## src/rtl/regfile_pkg.sv

```systemverilog
// Shared types and default geometry for the multi-port register file.
// The datapath imports the default WIDTH/DEPTH values from here so that both sides agree.
package regfile_pkg;

    localparam int unsigned DEFAULT_WIDTH = 16;
    localparam int unsigned DEFAULT_DEPTH = 32;

    typedef enum logic [1:0] {
        CLR_IDLE  = 2'd0,
        CLR_SWEEP = 2'd1,
        CLR_DONE  = 2'd2
    } clr_state_t;

endpackage

```

## src/rtl/regfile_clear_fsm.sv

```systemverilog
// Sequential clear engine: sweeps zeros through every entry after reset or on request.
// It holds the only reset state of the register file, so the array itself can map to plain RAM.
module regfile_clear_fsm
    import regfile_pkg::*;
#(
    parameter int unsigned DEPTH     = DEFAULT_DEPTH,
    parameter int unsigned ADDR_SIZE = $clog2(DEPTH)
) (
    input  logic                 clk,
    input  logic                 rst,
    input  logic                 clr_req,
    output logic                 clr_busy,
    output logic                 clr_done,
    output logic                 sweep_we,
    output logic [ADDR_SIZE-1:0] sweep_addr
);

    localparam logic [ADDR_SIZE-1:0] LAST_ADDR = ADDR_SIZE'(DEPTH - 1);

    clr_state_t           state_q, state_d;
    logic [ADDR_SIZE-1:0] ptr_q, ptr_d;

    always_ff @(posedge clk or posedge rst) begin
        if (rst) begin
            state_q <= CLR_SWEEP;
            ptr_q   <= '0;
        end else begin
            state_q <= state_d;
            ptr_q   <= ptr_d;
        end
    end

    always_comb begin
        state_d  = state_q;
        ptr_d    = ptr_q;
        clr_busy = 1'b0;
        clr_done = 1'b0;
        sweep_we = 1'b0;
        case (state_q)
            CLR_IDLE: begin
                if (clr_req) begin
                    state_d = CLR_SWEEP;
                    ptr_d   = '0;
                end
            end
            CLR_SWEEP: begin
                clr_busy = 1'b1;
                sweep_we = 1'b1;
                // Stop on the last entry rather than wrapping the pointer.
                if (ptr_q == LAST_ADDR) begin
                    state_d = CLR_DONE;
                    ptr_d   = '0;
                end else begin
                    ptr_d = ptr_q + 1'b1;
                end
            end
            CLR_DONE: begin
                clr_done = 1'b1;
                state_d  = CLR_IDLE;
            end
            default: begin
                state_d = CLR_SWEEP;
                ptr_d   = '0;
            end
        endcase
    end

    assign sweep_addr = ptr_q;

endmodule

```

## src/rtl/regfile_mp.sv

```systemverilog
// Multi-port register file: NREAD combinational read ports, one write port, optional
// hardwired-zero entry 0, optional write-to-read bypass, and a sequential clear engine.
module regfile_mp
    import regfile_pkg::*;
#(
    parameter int unsigned WIDTH     = DEFAULT_WIDTH,
    parameter int unsigned DEPTH     = DEFAULT_DEPTH,
    parameter int unsigned ADDR_SIZE = $clog2(DEPTH),
    parameter int unsigned NREAD     = 2,
    parameter bit          ZERO_REG  = 1'b1,
    parameter bit          BYPASS    = 1'b1
) (
    input  logic                       clk,
    input  logic                       rst,
    input  logic [NREAD*ADDR_SIZE-1:0] raddr,
    output logic [NREAD*WIDTH-1:0]     rdata,
    input  logic                       we,
    input  logic [ADDR_SIZE-1:0]       waddr,
    input  logic [WIDTH-1:0]           wdata,
    input  logic                       clr_req,
    output logic                       clr_busy,
    output logic                       clr_done
);

    logic [WIDTH-1:0]     mem [DEPTH];

    logic                 sweep_we;
    logic [ADDR_SIZE-1:0] sweep_addr;
    logic                 ext_we;
    logic                 mem_we;
    logic [ADDR_SIZE-1:0] mem_addr;
    logic [WIDTH-1:0]     mem_wdata;

    regfile_clear_fsm #(
        .DEPTH     (DEPTH),
        .ADDR_SIZE (ADDR_SIZE)
    ) u_clear_fsm (
        .clk        (clk),
        .rst        (rst),
        .clr_req    (clr_req),
        .clr_busy   (clr_busy),
        .clr_done   (clr_done),
        .sweep_we   (sweep_we),
        .sweep_addr (sweep_addr)
    );

    // A dropped write (busy or entry 0 hardwired) must also not bypass to the read ports.
    assign ext_we = we && !clr_busy && !(ZERO_REG && (waddr == '0));

    always_comb begin
        mem_we    = 1'b0;
        mem_addr  = waddr;
        mem_wdata = wdata;
        if (sweep_we) begin
            mem_we    = 1'b1;
            mem_addr  = sweep_addr;
            mem_wdata = '0;
        end else if (ext_we) begin
            mem_we = 1'b1;
        end
    end

    always_ff @(posedge clk) begin
        if (mem_we) begin
            mem[mem_addr] <= mem_wdata;
        end
    end

    for (genvar i = 0; i < NREAD; i++) begin : g_read
        logic [ADDR_SIZE-1:0] ra;
        logic [WIDTH-1:0]     rd;

        assign ra = raddr[i*ADDR_SIZE +: ADDR_SIZE];

        always_comb begin
            rd = mem[ra];
            if (clr_busy) begin
                rd = '0;
            end else if (ZERO_REG && (ra == '0)) begin
                rd = '0;
            end else if (BYPASS && ext_we && (waddr == ra)) begin
                rd = wdata;
            end
        end

        assign rdata[i*WIDTH +: WIDTH] = rd;
    end

endmodule

```

## config.mk

```make
export PLATFORM = sky130hd
export DESIGN_NAME = regfile_mp
export DESIGN_NICKNAME = d
export VERILOG_FILES = /design/src/rtl/regfile_pkg.sv /design/src/rtl/regfile_clear_fsm.sv /design/src/rtl/regfile_mp.sv
export SDC_FILE = /design/constraint.sdc
export NUM_CORES = 1
export LEC_CHECK = 0
export CORE_MARGIN = 2
export CORE_UTILIZATION = 45
export CTS_CLUSTER_SIZE = 28
export DETAILED_ROUTE_END_ITERATION = 8
export GPL_TIMING_DRIVEN = 0
export PLACE_DENSITY_LB_ADDON = 0.2
export SLEW_MARGIN = 20
export SYNTH_ARGS = -nofsm -noshare
export SYNTH_HDL_FRONTEND = slang
export SYNTH_HIERARCHICAL = 1
export SYNTH_SLANG_ARGS = --single-unit
export TNS_END_PERCENT = 10
```

## constraint.sdc

```tcl
create_clock -name clk -period 2.7 [get_ports clk]
set_input_delay 0.405 -clock clk [delete_from_list [all_inputs] [get_ports clk]]
set_output_delay 0.405 -clock clk [all_outputs]
set_load 0.1 [all_outputs]
```

Yosys cells after proc, flatten, opt, wreduce, memory -nomap -nowiden
Memory sizes are Yosys's and may differ from the RTL's.
Cells that the tools add are included.
W data, S select, Z words.

operators by class
  muxes and demuxes = 20
  bitwise operators = 1
  reduce and logical (&&, ||, !) cells = 12
  multipliers = 0
  shift operators = 0
  magnitude comparators = 0
  div/mod/pow operators = 0
  add/sub/neg operators = 1
  eq/ne operators = 7

operators by type and width
  operator               number
  $mux W16               7
  $logic_not A5 Y1       3
  $mux W5                3
  $pmux W5 S3            1
  $eq A5 B5 Y1           2
  $mux W1                6
  $pmux W2 S3            1
  $add A5 B1 Y5 const B  1
  $eq A5 B5 Y1 const B   1
  $logic_and A1 B1 Y1    4
  $mux W2                2
  $reduce_and A2 Y1      2
  $eq A2 B1 Y1 const B   1
  $eq A2 B2 Y1 const B   1
  $logic_not A1 Y1       2
  $logic_not A2 Y1       1
  $ne A2 B1 Y1 const B   1
  $ne A2 B2 Y1 const B   1
  $not A1 Y1             1

word-level totals
  bits in latches = 0
  RAM bits = 512
  memories kept = 1
  logic and storage cells = 44
  output and inout bits = 34
  input port bits = 35
  register bits after elaboration = 7
  memory bits (read-only) = 0

memories
  name  words  bits a word  rd ports  clocked after Yosys merged registers in  wr ports  line              source
  mem   32     16           2         0                                        1         regfile_mp.sv:25  logic [WIDTH-1:0] mem [DEPTH];

Logic depth before layout (Yosys ltp)
Gate-level depths: netlist (run 1).

  depth in word-level cells = 9
  gate-level depth with buffers = 9
  gate-level depth less buffers = 7

Hierarchy
The synthesis (run 1) kept the hierarchy.

by module, submodules not included
  module             times used  sequential area each (um^2)  area each (um^2)  cells each
  regfile_mp         1           15,374.7                     24,244.5          1,239
  regfile_clear_fsm  1           176.4                        442.9             44

Worst setup path before layout (run 1)
No wires, ideal clock.

  path kind = reg2out
  start = reg u_clear_fsm.state_q[0]
  end = out rdata[20]
  arrival = 3.392 ns
  buffers on the path = 1
  path slack = -1.097 ns
  data required time = 2.295 ns
  cell stages (with the launch flop) = 8
  cell sequence = dfstp_2 ha_1 nor2b_1 o41ai_4 nor3_2 nor4_4 buf_2 a221o_1

on the way
  cells in the longest elaborated chain, start to end = 9

ends and longest elaborated chain
  what                              line                     source
  start: declaration                regfile_clear_fsm.sv:20  clr_state_t state_q, state_d;
  start signal: assignment          regfile_clear_fsm.sv:28  state_q <= state_d;
  $eq A2 B1 Y1 (*)                  regfile_clear_fsm.sv:39  case (state_q)
  $mux W1 (*)                       regfile_clear_fsm.sv:39
  net clr_busy                      regfile_mp.sv:21         output logic clr_busy,
  $logic_not A1 Y1                  regfile_mp.sv:48         assign ext_we = we && !clr_busy && !(ZERO_REG && (waddr == '0));
  $logic_and A1 B1 Y1 (2 in a row)  regfile_mp.sv:48
  $logic_and A1 B1 Y1               regfile_mp.sv:81         end else if (BYPASS && ext_we && (waddr == ra)) begin
  $mux W16                          regfile_mp.sv:81
  $mux W16                          regfile_mp.sv:79         end else if (ZERO_REG && (ra == '0)) begin
  $mux W16 (*)                      regfile_mp.sv:77         if (clr_busy) begin
  end: declaration                  regfile_mp.sv:16         output logic [NREAD*WIDTH-1:0] rdata,

The timed path passes the listed nets; every way through them passes the cells marked *.

Worst setup path in the final report (run 1)
  start = in raddr[7]
  end = out rdata[24]

on the way
  cells in the longest elaborated chain, start to end = 5
  elaborated cells between the ends (all ways) = 7
  those cells by class = eq/ne (1); mux (3); reduce/logical (2); memory (1)

ends and longest elaborated chain
  what                                                     line              source
  start: declaration                                       regfile_mp.sv:15  input logic [NREAD*ADDR_SIZE-1:0] raddr,
  branches (longest 3 deep; another with $mem_v2 Z32 W16)  n/a
  $mux W16 (*)                                             regfile_mp.sv:79
  $mux W16 (*)                                             regfile_mp.sv:77

Mark *: on every way between the ends.

==> reports/qor.csv, run 1 <==
stage;metric;value;unit
run_status;status;finished with violations;
run_status;failing checks;negative setup slack;
sta;final hold slack;20.15;ps
floorplan;Die Ht;238.2;µm
route;WL/cell;36.96;µm
yosys;Primary FF master, synth;edfxtp_1;
global_route;All-Layer GR Usage;0.2890;
setup_path;Crit path required time;2300;ps
setup_path;Worst R2R Setup Slack;50;ps
cells_and_area;fraction of layout cells with a size suffix above 1;0.5093;
yosys;Yosys top cell by area;edfxtp_1;
setup_path;CP max FO;10;
sta;fin. max-slew vios;0;
setup_path;crit path DAT;2800;ps
yosys;synth warn;6;
setup_path;r2r startpoint;u_clear_fsm/state_q[0];
global_route;largest net degree at the start of global routing;33;
setup_path;kind of critical path;input pin to output pin;
worst_hold_path;HP Class;input pin to asynchronous set/reset pin;
route;Detail Route Antenna Nets;0;
floorplan;Die X;238.2;µm
global_route;initial antenna violation count;2;
clock_tree;Clock Latency Late Sink;630;ps
setup_path;most frequent CP cell;buf_4;
cells_and_area;Area Overhead vs Synth;25.84;%
placed_design;placer congestion estimate;0.9441;
clock_tree;clock buffer depth;3;
sta;minimum clock period after layout;3203;ps
yosys;Netlist cell types;51;
clock_tree;clock-pin slew on the worst setup and hold paths;60;ps
route;Initial DRC Count;2085;
clock_tree;CTS Buf Count;54;
sta;RSZ-0062 raised after global routing;yes;
route;drt total wl;81.28;mm
sta;Final period util;1.186;
clock_tree;CTS tree;done;
route;DRT Pass-1 Iters;5;
cells_and_area;filler instances;3933;
yosys;post-synthesis sequential area ratio;0.6299;
floorplan;Initial Utilization;0.4569;
sta;worst setup margin;-503.0;ps
global_route;vias in the first global route;15170;
yosys;Post-Syn Area per Cell;19.24;µm²
placed_design;hpwl dp;54.07;mm
clock_tree;clock tree sinks;519;
setup_path;Worst setup EP type;output pin;
yosys;top post-synthesis cells by area;edfxtp_1 (62%), mux4_2 (24%), a22oi_1 (1.8%), a211oi_1 (1.7%), nor2b_1 (1.3%);
sta;headroom to the max-slew limit;0.3291;
setup_path;CP endpoint;rdata[24];
yosys;most common cell in the synthesized netlist;edfxtp_1;
yosys;Yosys top cell area share;0.6228;
sta;slew at the pin closest to its max-slew limit;1006;ps
floorplan;Core Area;54030;µm²
setup_path;largest stage delay on the critical path;450;ps
pwr;Power, Total;0.02470;W
route;Vias;15170;
pwr;power per standard cell area;795.0;nW/µm²
sta;Post-Route Skew;33.85;ps
route;number of remaining DRC errors;0;
pwr;Worst VDD drop;0.5865;mV
global_route;GRT Residual Overflow;0;
setup_path;critical path cell sequence;buf_2, buf_4, buf_4, buf_4, mux2i_2, a211oi_4, a221o_4, buf_12;
setup_path;Worst path slowest cell;mux2i_2;
global_route;first-pass GRT wire length;113.4;mm
clock_tree;Post-CTS Hold Buffers;0;
floorplan;num rows;85;
setup_path;R2R depth;7;
pwr;Leak;9.995;nW
cells_and_area;Layout Nets;1499;
yosys;Post-Syn Area;24690;µm²
clock_tree;CTS Root Cell;clkbuf_16;
floorplan;total die area;56750;µm²
yosys;Post-synth ARST share;0.01349;
route;Via density;6.898;
yosys;flops & latches, synth;519;
yosys;number of synthesized flops with an enable pin;512;
yosys;syn nets;1323;
sta;fmax;312.2;MHz
sta;Final Hold Fails;0;
yosys;Commonest cells post-synth;edfxtp_1 (512), mux4_2 (260), a22oi_1 (60);
clock_tree;Max H-tree Level;2;
setup_path;Worst setup startpoint;raddr[7];
floorplan;num ports;69;
yosys;Post-Synthesis Cells;1283;
sta;# setup viols final;32;
flow_run;Max-Cap Viols;0;
setup_path;crit path launch type;input pin;
setup_path;RR Endpoint;mem[28][14];
placed_design;port buffer count;58;
through the flow:
stage	cells	setup slack (ps)	util	setup TNS, ps	cell area (µm²)
2_1_floorplan	1283	-131.5	-	-25180	24940
3_3_place_gp	2037	-2547	0.4885	-1072970	26390
3_5_place_dp	2051	-2645	0.4975	-482180	26880
4_1_cts	2194	-479.5	0.5657	-35310	30560
5_1_grt	2198	-532.2	0.5750	-14790	31060
6_report	2199	-503.0	0.5750	-12520	31070
area by class of cell:
class,count,area [µm²],share of cell area
antenna,1,2.502,0.00008055
timing repair buffer,120,1824,0.05872
clock buffer,71,1509,0.04857
inverter,8,33.78,0.001087
buffer,104,948.4,0.03053
clock inverter,28,240.2,0.007733
tap,696,870.8,0.02803
multi-input combinational,652,10090,0.3247
sequential,519,15550,0.5006
routing by layer:
| metal | GRT usage | vias to the layer above | routed length (µm) |
|---|---|---|---|
| met3 | 0.07705 | 178 | 9217 |
| li1 | - | 5901 | - |
| met1 | 0.4015 | 8044 | 31350 |
| met2 | 0.4402 | 1041 | 37700 |
| met4 | 0.1110 | 4 | 2990 |
| met5 | 0 | - | 26 |
state kept, by name, indices dropped and copies added (netlist names):
name / count
mem: 512
u_clear_fsm/sweep_addr: 5
u_clear_fsm/state_q: 2
logic make-up after synthesis:
group	after synthesis	share of synthesized area
adder cells (fa/ha/maj)	5	0.002534
buffers and inverters	112	0.02088
XOR/XNOR	10	0.003548
AND/OR/NAND/NOR	169	0.03517
multiplexers	290	0.2494
flip-flops	519	0.6299
AO/OA/AOI/OAI	178	0.05854
layout by cell type, fill, tap and decap left out, drive strengths merged, types with 10 or more instances in the layout:
cell type,netlist,layout
a211oi,55,55
xnor2,10,10
mux4,260,260
a22oi,60,60
clkbuf,47,119
a221o,32,32
nor2b,54,54
edfxtp,512,512
nand2,47,47
mux2i,29,29
buf,57,151
nor2,38,38
clkdlybuf4s50,0,18
clkinv,0,19
timing repair:
action,CTS,global route
setup endpoints to repair,663,432
resized for setup,576,117
gates cloned,2,1
pin swaps,60,44
setup buffers,45,5
worst min-delay path by stage:
stage	cells past startpoint	endpoint	start	slack (ps)
CTS	2	u_clear_fsm/sweep_addr[0]	rst	10
global route	2	u_clear_fsm/sweep_addr[0]	rst	40
global placement	2	u_clear_fsm/state_q[0]	u_clear_fsm/state_q[0]	510
finish	2	u_clear_fsm/sweep_addr[0]	rst	20
detailed placement	2	u_clear_fsm/state_q[0]	u_clear_fsm/state_q[0]	520
floorplan	1	u_clear_fsm/state_q[1]	rst	210
worst max-delay path, delay by kind of cell:
| family | cells | cell delay [ps] |
|---|---|---|
| AOI/OAI and AO/OA | 2 | 550 |
| buffers and inverters | 5 | 1360 |
| muxes | 1 | 450 |
where the power goes:
| group | leakage [nW] | internal (W) | switching, W |
|---|---|---|---|
| logic | 4.38 | 0.00255 | 0.00453 |
| registers | 4.77 | 0.00994 | 0.000198 |
| clock network | 0.847 | 0.00429 | 0.00318 |
(Power assumes the default switching activity.)
==> run 2, diff against run 1 <==
Settings changed: CORE_ASPECT_RATIO set to 0.6, GPL_TIMING_DRIVEN 0 to 1.
==> reports/qor.csv, run 2 (synthesis results as in run 1) <==
stage;metric;value;unit;change
pwr;Power, Total;0.02420;W;-2.0%
sta;Setup TNS;-9564;ps;+2957 ps
sta;worst setup margin;-504.8;ps;-1.734 ps
setup_path;Worst setup EP type;output pin;;
route;Initial DRC Count;1920;;-7.9%
cells_and_area;filler instances;3909;;-0.61%
cells_and_area;Layout Nets;1625;;+8.4%
placed_design;port buffer count;68;;+17%
worst_hold_path;HP Class;input pin to asynchronous set/reset pin;;
clock_tree;CTS tree;done;;
cells_and_area;leading cell type in the layout, fill and taps excluded;edfxtp_1;;
cells_and_area;Largest register FFs;512;;unchanged
global_route;largest net degree at the start of global routing;37;;+12%
clock_tree;Max H-tree Level;2;;unchanged
route;Via density;6.460;;-6.3%
sta;fin. max-slew vios;0;;unchanged
setup_path;crit path launch type;flop;;
floorplan;total die area;56810;µm²;+0.11%
clock_tree;CTS Root Cell;clkbuf_16;;
pwr;Internal;0.01680;W;+0.13%
flow_run;Max-Cap Viols;0;;unchanged
cells_and_area;most frequent cells in the layout;edfxtp_1 (512), mux4_2 (260), buf_4 (198);;
clock_tree;clock-pin slew on the worst setup and hold paths;80;ps;+20 ps
route;number of remaining DRC errors;0;;unchanged
setup_path;Critical path buffers and inverters;1;;-4
setup_path;Crit path required time;2300;ps;about the same
pwr;Seq pwr share;0.418;;+0.007
setup_path;crit path DAT;2800;ps;about the same
global_route;All-Layer GR Usage;0.2691;;-0.01994
route;wire length on met2;32.48;mm;-14%
floorplan;Core Area;54170;µm²;+0.27%
cells_and_area;fraction of layout cells with a size suffix above 1;0.5059;;-0.003460
global_route;first-pass GRT wire length;108.4;mm;-4.4%
placed_design;placed instance area;29450;µm²;+9.6%
sta;RSZ-0062 raised after global routing;yes;;
placed_design;hpwl dp;52.38;mm;-3.1%
route;wire length on met3;8.775;mm;-4.8%
pwr;Net Switching;0.007399;W;-6.5%
floorplan;Die X;306.4;µm;+29%
setup_path;CP max FO;2;;-8
setup_path;r2r startpoint;u_clear_fsm/state_q[1];;
floorplan;Initial Utilization;0.4557;;-0.001224
route;drt total wl;75.06;mm;-7.7%
global_route;initial antenna violation count;0;;-2
clock_tree;CTS Buf Count;48;;-11%
clock_tree;Post-CTS Hold Buffers;0;;unchanged
pwr;Leak;10.64;nW;+6.5%
run_status;status;finished with violations;;
clock_tree;Clock Latency Late Sink;600;ps;-30 ps
cells_and_area;Area Overhead vs Synth;28.87;%;
setup_path;CP delay by family, top;multiplexers;;
run_status;failing checks;negative setup slack;;
sta;minimum clock period after layout;3205;ps;+1.734 ps
route;Detail Route Antenna Nets;0;;unchanged
route;met1 wire length;32.74;mm;+4.4%
clock_tree;clock tree sinks;519;;unchanged
setup_path;largest stage delay on the critical path;620;ps;+170 ps
sta;fmax;312.0;MHz;about the same
setup_path;Worst path slowest cell;mux4_2;;
global_route;vias in the first global route;15100;;-0.44%
sta;Post-Route Skew;30.15;ps;-3.708 ps
sta;headroom to the max-slew limit;0.5102;;+0.1811
pwr;Worst VDD drop;0.6178;mV;+5.3%
sta;slew at the pin closest to its max-slew limit;733.2;ps;-273.2 ps
floorplan;num ports;69;;unchanged
route;top sig layer;met4;;
floorplan;Die Ht;185.4;µm;-22%
cells_and_area;Largest Register;mem;;
clock_tree;clock buffer depth;3;;unchanged
cells_and_area;register area;15550;µm²;unchanged
setup_path;kind of critical path;flop to output pin;;
cells_and_area;total inserted antenna cells;0;;-1
setup_path;Worst setup startpoint;mem[3][8];;
pwr;clock power share;0.300;;-0.003
sta;Final Hold Fails;0;;unchanged
setup_path;critical path cell sequence;mux4_2, mux4_2, nor2b_4, a221o_2, buf_12;;
sta;Final period util;1.187;;about the same
pwr;Logic pwr share;0.282;;-0.005
sta;# setup viols final;32;;unchanged
cells_and_area;final non-filler cell area;31810;µm²;+2.4%
pwr;power per standard cell area;760.7;nW/µm²;-4.3%
route;Vias;15090;;-0.55%
global_route;GRT Residual Overflow;0;;unchanged
cells_and_area;footprint of the multi-input gates;9358;µm²;-7.2%
route;DRT Pass-1 Iters;5;;unchanged
route;WL/cell;32.15;µm;-13%
placed_design;placer congestion estimate;0.8774;;-7.1%
floorplan;num rows;66;;-22%
setup_path;most frequent CP cell;mux4_2;;
pwr;Sw Share;0.3057;;-0.01482
==> run 2: repair_timing <==
| item | 4_1_cts | 5_1_grt |
|---|---|---|
| buffers inserted | 11 | 2 |
| resized for setup | 60 | 37 |
| cloned | 3 | 0 |
| endpoints found under the hold margin | 0 | 0 |
| setup endpoints to repair | 32 | 32 |
| pin swaps | 22 | 14 |
==> run 2: cell type report <==
cell class / instances / share of cell area
inverters: 8 / 0.0009439
well taps: 714 / 0.02808
repair buffers: 356 / 0.1359
clock buffers: 51 / 0.03811
clock inverters: 35 / 0.01404
multi-input cells: 652 / 0.2941
flip-flops and latches: 519 / 0.4888
==> run 2: routing by layer <==
metal	global-route usage	vias up
met5	0.01120	-
met4	0.04255	0
met3	0.06419	78
met2	0.3884	861
met1	0.4216	7993
li1	-	6153
==> run 2: worst paths after layout <==
check / to / slack, ps / cells after the start
max in group asynchronous: u_clear_fsm/state_q[0] / 2340 / 2
worst min register to register: u_clear_fsm/state_q[0] / 550 / 2
worst max register to register: mem[24][9] / 240 / 9
worst max-delay path: rdata[8] / -500 / 5
worst min-delay path: u_clear_fsm/sweep_addr[4] / 60 / 2
min in group clk: u_clear_fsm/state_q[0] / 550 / 2
==> run 2: through the flow <==
step | hold WS [ps] | utilization | worst slack (ps) | std cells
finish | 64.89 | 0.5873 | -504.8 | 2335
CTS | 63.25 | 0.5832 | -508.8 | 2333
global placement | 511.0 | 0.5434 | -724.5 | 2234
global route | 72.03 | 0.5873 | -567.9 | 2335
floorplan | 207.7 | - | -131.5 | 1283
detailed placement | 547.6 | 0.5437 | -826.0 | 2234
==> run 2: worst reg2reg max path, cell delays in order (launching register included) <==
cell and delay [ps]:
dfrtp_1 360, inv_2 60, ha_4 190, buf_4 150
bufbuf_16 280, o32ai_1 280, buf_4 180, nand2_1 190
nor2_2 250, buf_12 210
==> run 2: power by group through the flow <==
stage | clock, W | sequential (W) | combinational (W)
after floorplan | 0 | 0.0102 | 0.00348
after global placement | 0 | 0.0103 | 0.00627
after detailed placement | 0 | 0.0103 | 0.00635
after CTS | 0.00737 | 0.0101 | 0.00671
after global routing | 0.00768 | 0.0102 | 0.00707
final | 0.00726 | 0.0101 | 0.00682
==> run 3, diff against run 2 <==
Settings changed: TNS_END_PERCENT 10 to not set.
==> reports/qor.csv, run 3 (synthesis results as in run 1) <==
stage;metric;value;unit;change
floorplan;Die X;306.4;µm;unchanged
clock_tree;Post-CTS Hold Buffers;0;;unchanged
cells_and_area;fraction of layout cells with a size suffix above 1;0.5171;;+0.01121
cells_and_area;Layout Nets;1643;;+1.1%
setup_path;Critical path buffers and inverters;1;;unchanged
floorplan;Initial Utilization;0.4557;;unchanged
clock_tree;CTS Buf Count;48;;unchanged
pwr;Power, Total;0.02418;W;-0.10%
route;WL/cell;31.70;µm;-1.4%
sta;Post-Route Skew;19.40;ps;-10.74 ps
route;Via density;6.462;;about the same
global_route;All-Layer GR Usage;0.2671;;-0.001964
cells_and_area;most frequent cells in the layout;edfxtp_1 (512), mux4_2 (260), buf_4 (220);;
placed_design;port buffer count;68;;unchanged
route;Initial DRC Count;1785;;-7.0%
sta;Final Hold Fails;0;;unchanged
setup_path;CP delay by family, top;multiplexers;;
sta;slew at the pin closest to its max-slew limit;1177;ps;+444.1 ps
clock_tree;Clock Latency Late Sink;600;ps;about the same
clock_tree;Max H-tree Level;2;;unchanged
route;Vias;15220;;+0.88%
setup_path;crit path DAT;2750;ps;-50 ps
sta;worst setup margin;-455.5;ps;+49.27 ps
placed_design;placer congestion estimate;0.8781;;about the same
setup_path;crit path launch type;flop;;
pwr;Leak;10.80;nW;+1.5%
setup_path;Worst setup EP type;output pin;;
clock_tree;clock tree sinks;519;;unchanged
floorplan;num rows;66;;unchanged
global_route;vias in the first global route;15480;;+2.5%
setup_path;CP max FO;2;;unchanged
route;drt total wl;74.66;mm;-0.53%
sta;RSZ-0062 raised after global routing;yes;;
global_route;first-pass GRT wire length;108.4;mm;about the same
sta;minimum clock period after layout;3156;ps;-49.27 ps
route;DRT Pass-1 Iters;5;;unchanged
pwr;power per standard cell area;752.2;nW/µm²;-1.1%
sta;headroom to the max-slew limit;0.2136;;-0.2966
route;Detail Route Antenna Nets;0;;unchanged
sta;fmax;316.9;MHz;+1.6%
floorplan;Core Area;54170;µm²;unchanged
flow_run;Max-Cap Viols;0;;unchanged
setup_path;most frequent CP cell;mux4_2;;
global_route;largest net degree at the start of global routing;33;;-11%
cells_and_area;Largest register FFs;512;;unchanged
setup_path;kind of critical path;flop to output pin;;
placed_design;hpwl dp;51.12;mm;-2.4%
sta;fin. max-slew vios;0;;unchanged
setup_path;Worst path slowest cell;mux4_2;;
clock_tree;CTS Root Cell;clkbuf_16;;
setup_path;critical path cell sequence;mux4_2, mux4_2, nor2b_1, a221o_2, buf_12;;
sta;Final period util;1.169;;-0.01825
clock_tree;CTS tree;done;;
cells_and_area;leading cell type in the layout, fill and taps excluded;edfxtp_1;;
cells_and_area;Largest Register;mem;;
clock_tree;clock-pin slew on the worst setup and hold paths;60;ps;-20 ps
run_status;failing checks;negative setup slack;;
floorplan;total die area;56810;µm²;unchanged
pwr;Worst VDD drop;0.5623;mV;-9.0%
floorplan;Die Ht;185.4;µm;unchanged
cells_and_area;final cell count without fillers;2355;;+0.86%
worst_hold_path;HP Class;input pin to asynchronous set/reset pin;;
run_status;status;finished with violations;;
global_route;initial antenna violation count;1;;+1
floorplan;num ports;69;;unchanged
sta;Setup TNS;-9396;ps;+168.6 ps
route;number of remaining DRC errors;0;;unchanged
global_route;GRT Residual Overflow;0;;unchanged
setup_path;largest stage delay on the critical path;580;ps;-40 ps
sta;# setup viols final;32;;unchanged
placed_design;dpl cells;2244;;+0.45%
clock_tree;clock buffer depth;3;;unchanged
setup_path;Crit path required time;2300;ps;about the same
cells_and_area;Area Overhead vs Synth;30.19;%;
run 3: cell count changes in the layout (fill, tap and decap cells not counted), sizes merged, moves of 2 or more:
cell      delta
clkinvlp     -3
clkbuf       +8
inv          -2
buf         +18
run 3: final timing paths:
check | endpoint | cells past startpoint | slack, ps | start
worst max-delay path | rdata[9] | 5 | -460 | mem[18][9]
worst min-delay path | u_clear_fsm/sweep_addr[2] | 2 | 60 | rst
worst max register to register | mem[0][4] | 10 | 70 | u_clear_fsm/state_q[0]
worst min register to register | u_clear_fsm/sweep_addr[0] | 1 | 630 | u_clear_fsm/sweep_addr[0]
max in group asynchronous | u_clear_fsm/state_q[0] | 2 | 2370 | rst
min in group clk | u_clear_fsm/sweep_addr[0] | 1 | 630 | u_clear_fsm/sweep_addr[0]
run 3: power breakdown:
group	leakage, nW	internal (W)	total, W	switching (W)
clock network	0.792	0.00408	0.00714	0.00307
logic	5.24	0.00272	0.00690	0.00418
registers	4.77	0.00994	0.0101	0.000197
total	10.8	0.0167	0.0242	0.00744
run 3: what timing repair did:
item,in CTS,in global routing
pin swaps,31,23
gates cloned,3,1
buffers inserted,17,8
resized for setup,56,69
endpoints found under the setup margin,32,64
run 3: metal layers:
metal,vias up,track usage,wire length [µm],part of all wire
met5,-,0,0,0
met4,0,0.05275,1468,0.020
met3,110,0.06110,8487,0.11
met2,878,0.3899,32450,0.43
met1,8034,0.4130,32250,0.43
li1,6196,-,-,-
run 3: final cells by class:
class,count,area (µm²)
multi-input combinational,652,9608
clock buffer,58,1239
antenna,1,2.502
timing repair buffer,374,4404
clock inverter,29,399.1
tap,714,893.4
inverter,8,42.54
fill,3891,22030
sequential,519,15550
run 3: metrics by stage:
| stage | hold slack [ps] | setup WS (ps) | area [µm²] | utilization |
|---|---|---|---|---|
| 2_1_floorplan | 207.7 | -131.5 | 25110 | - |
| 3_3_place_gp | 508.7 | -789.7 | 29630 | 0.5470 |
| 3_5_place_dp | 526.9 | -759.4 | 29640 | 0.5472 |
| 4_1_cts | 34.74 | -454.1 | 31710 | 0.5854 |
| 5_1_grt | 59.50 | -514.8 | 32140 | 0.5932 |
| 6_report | 59.84 | -455.5 | 32140 | 0.5933 |
run 3: worst reg2reg max path, delay by kind of cell, from the launching register on:
kind | cells | cell delay, ps
AO/OA/AOI/OAI | 1 | 210
adder cells (fa/ha/maj) | 1 | 190
buffers and inverters | 5 | 850
flip-flops | 1 | 560
AND/OR/NAND/NOR | 3 | 510
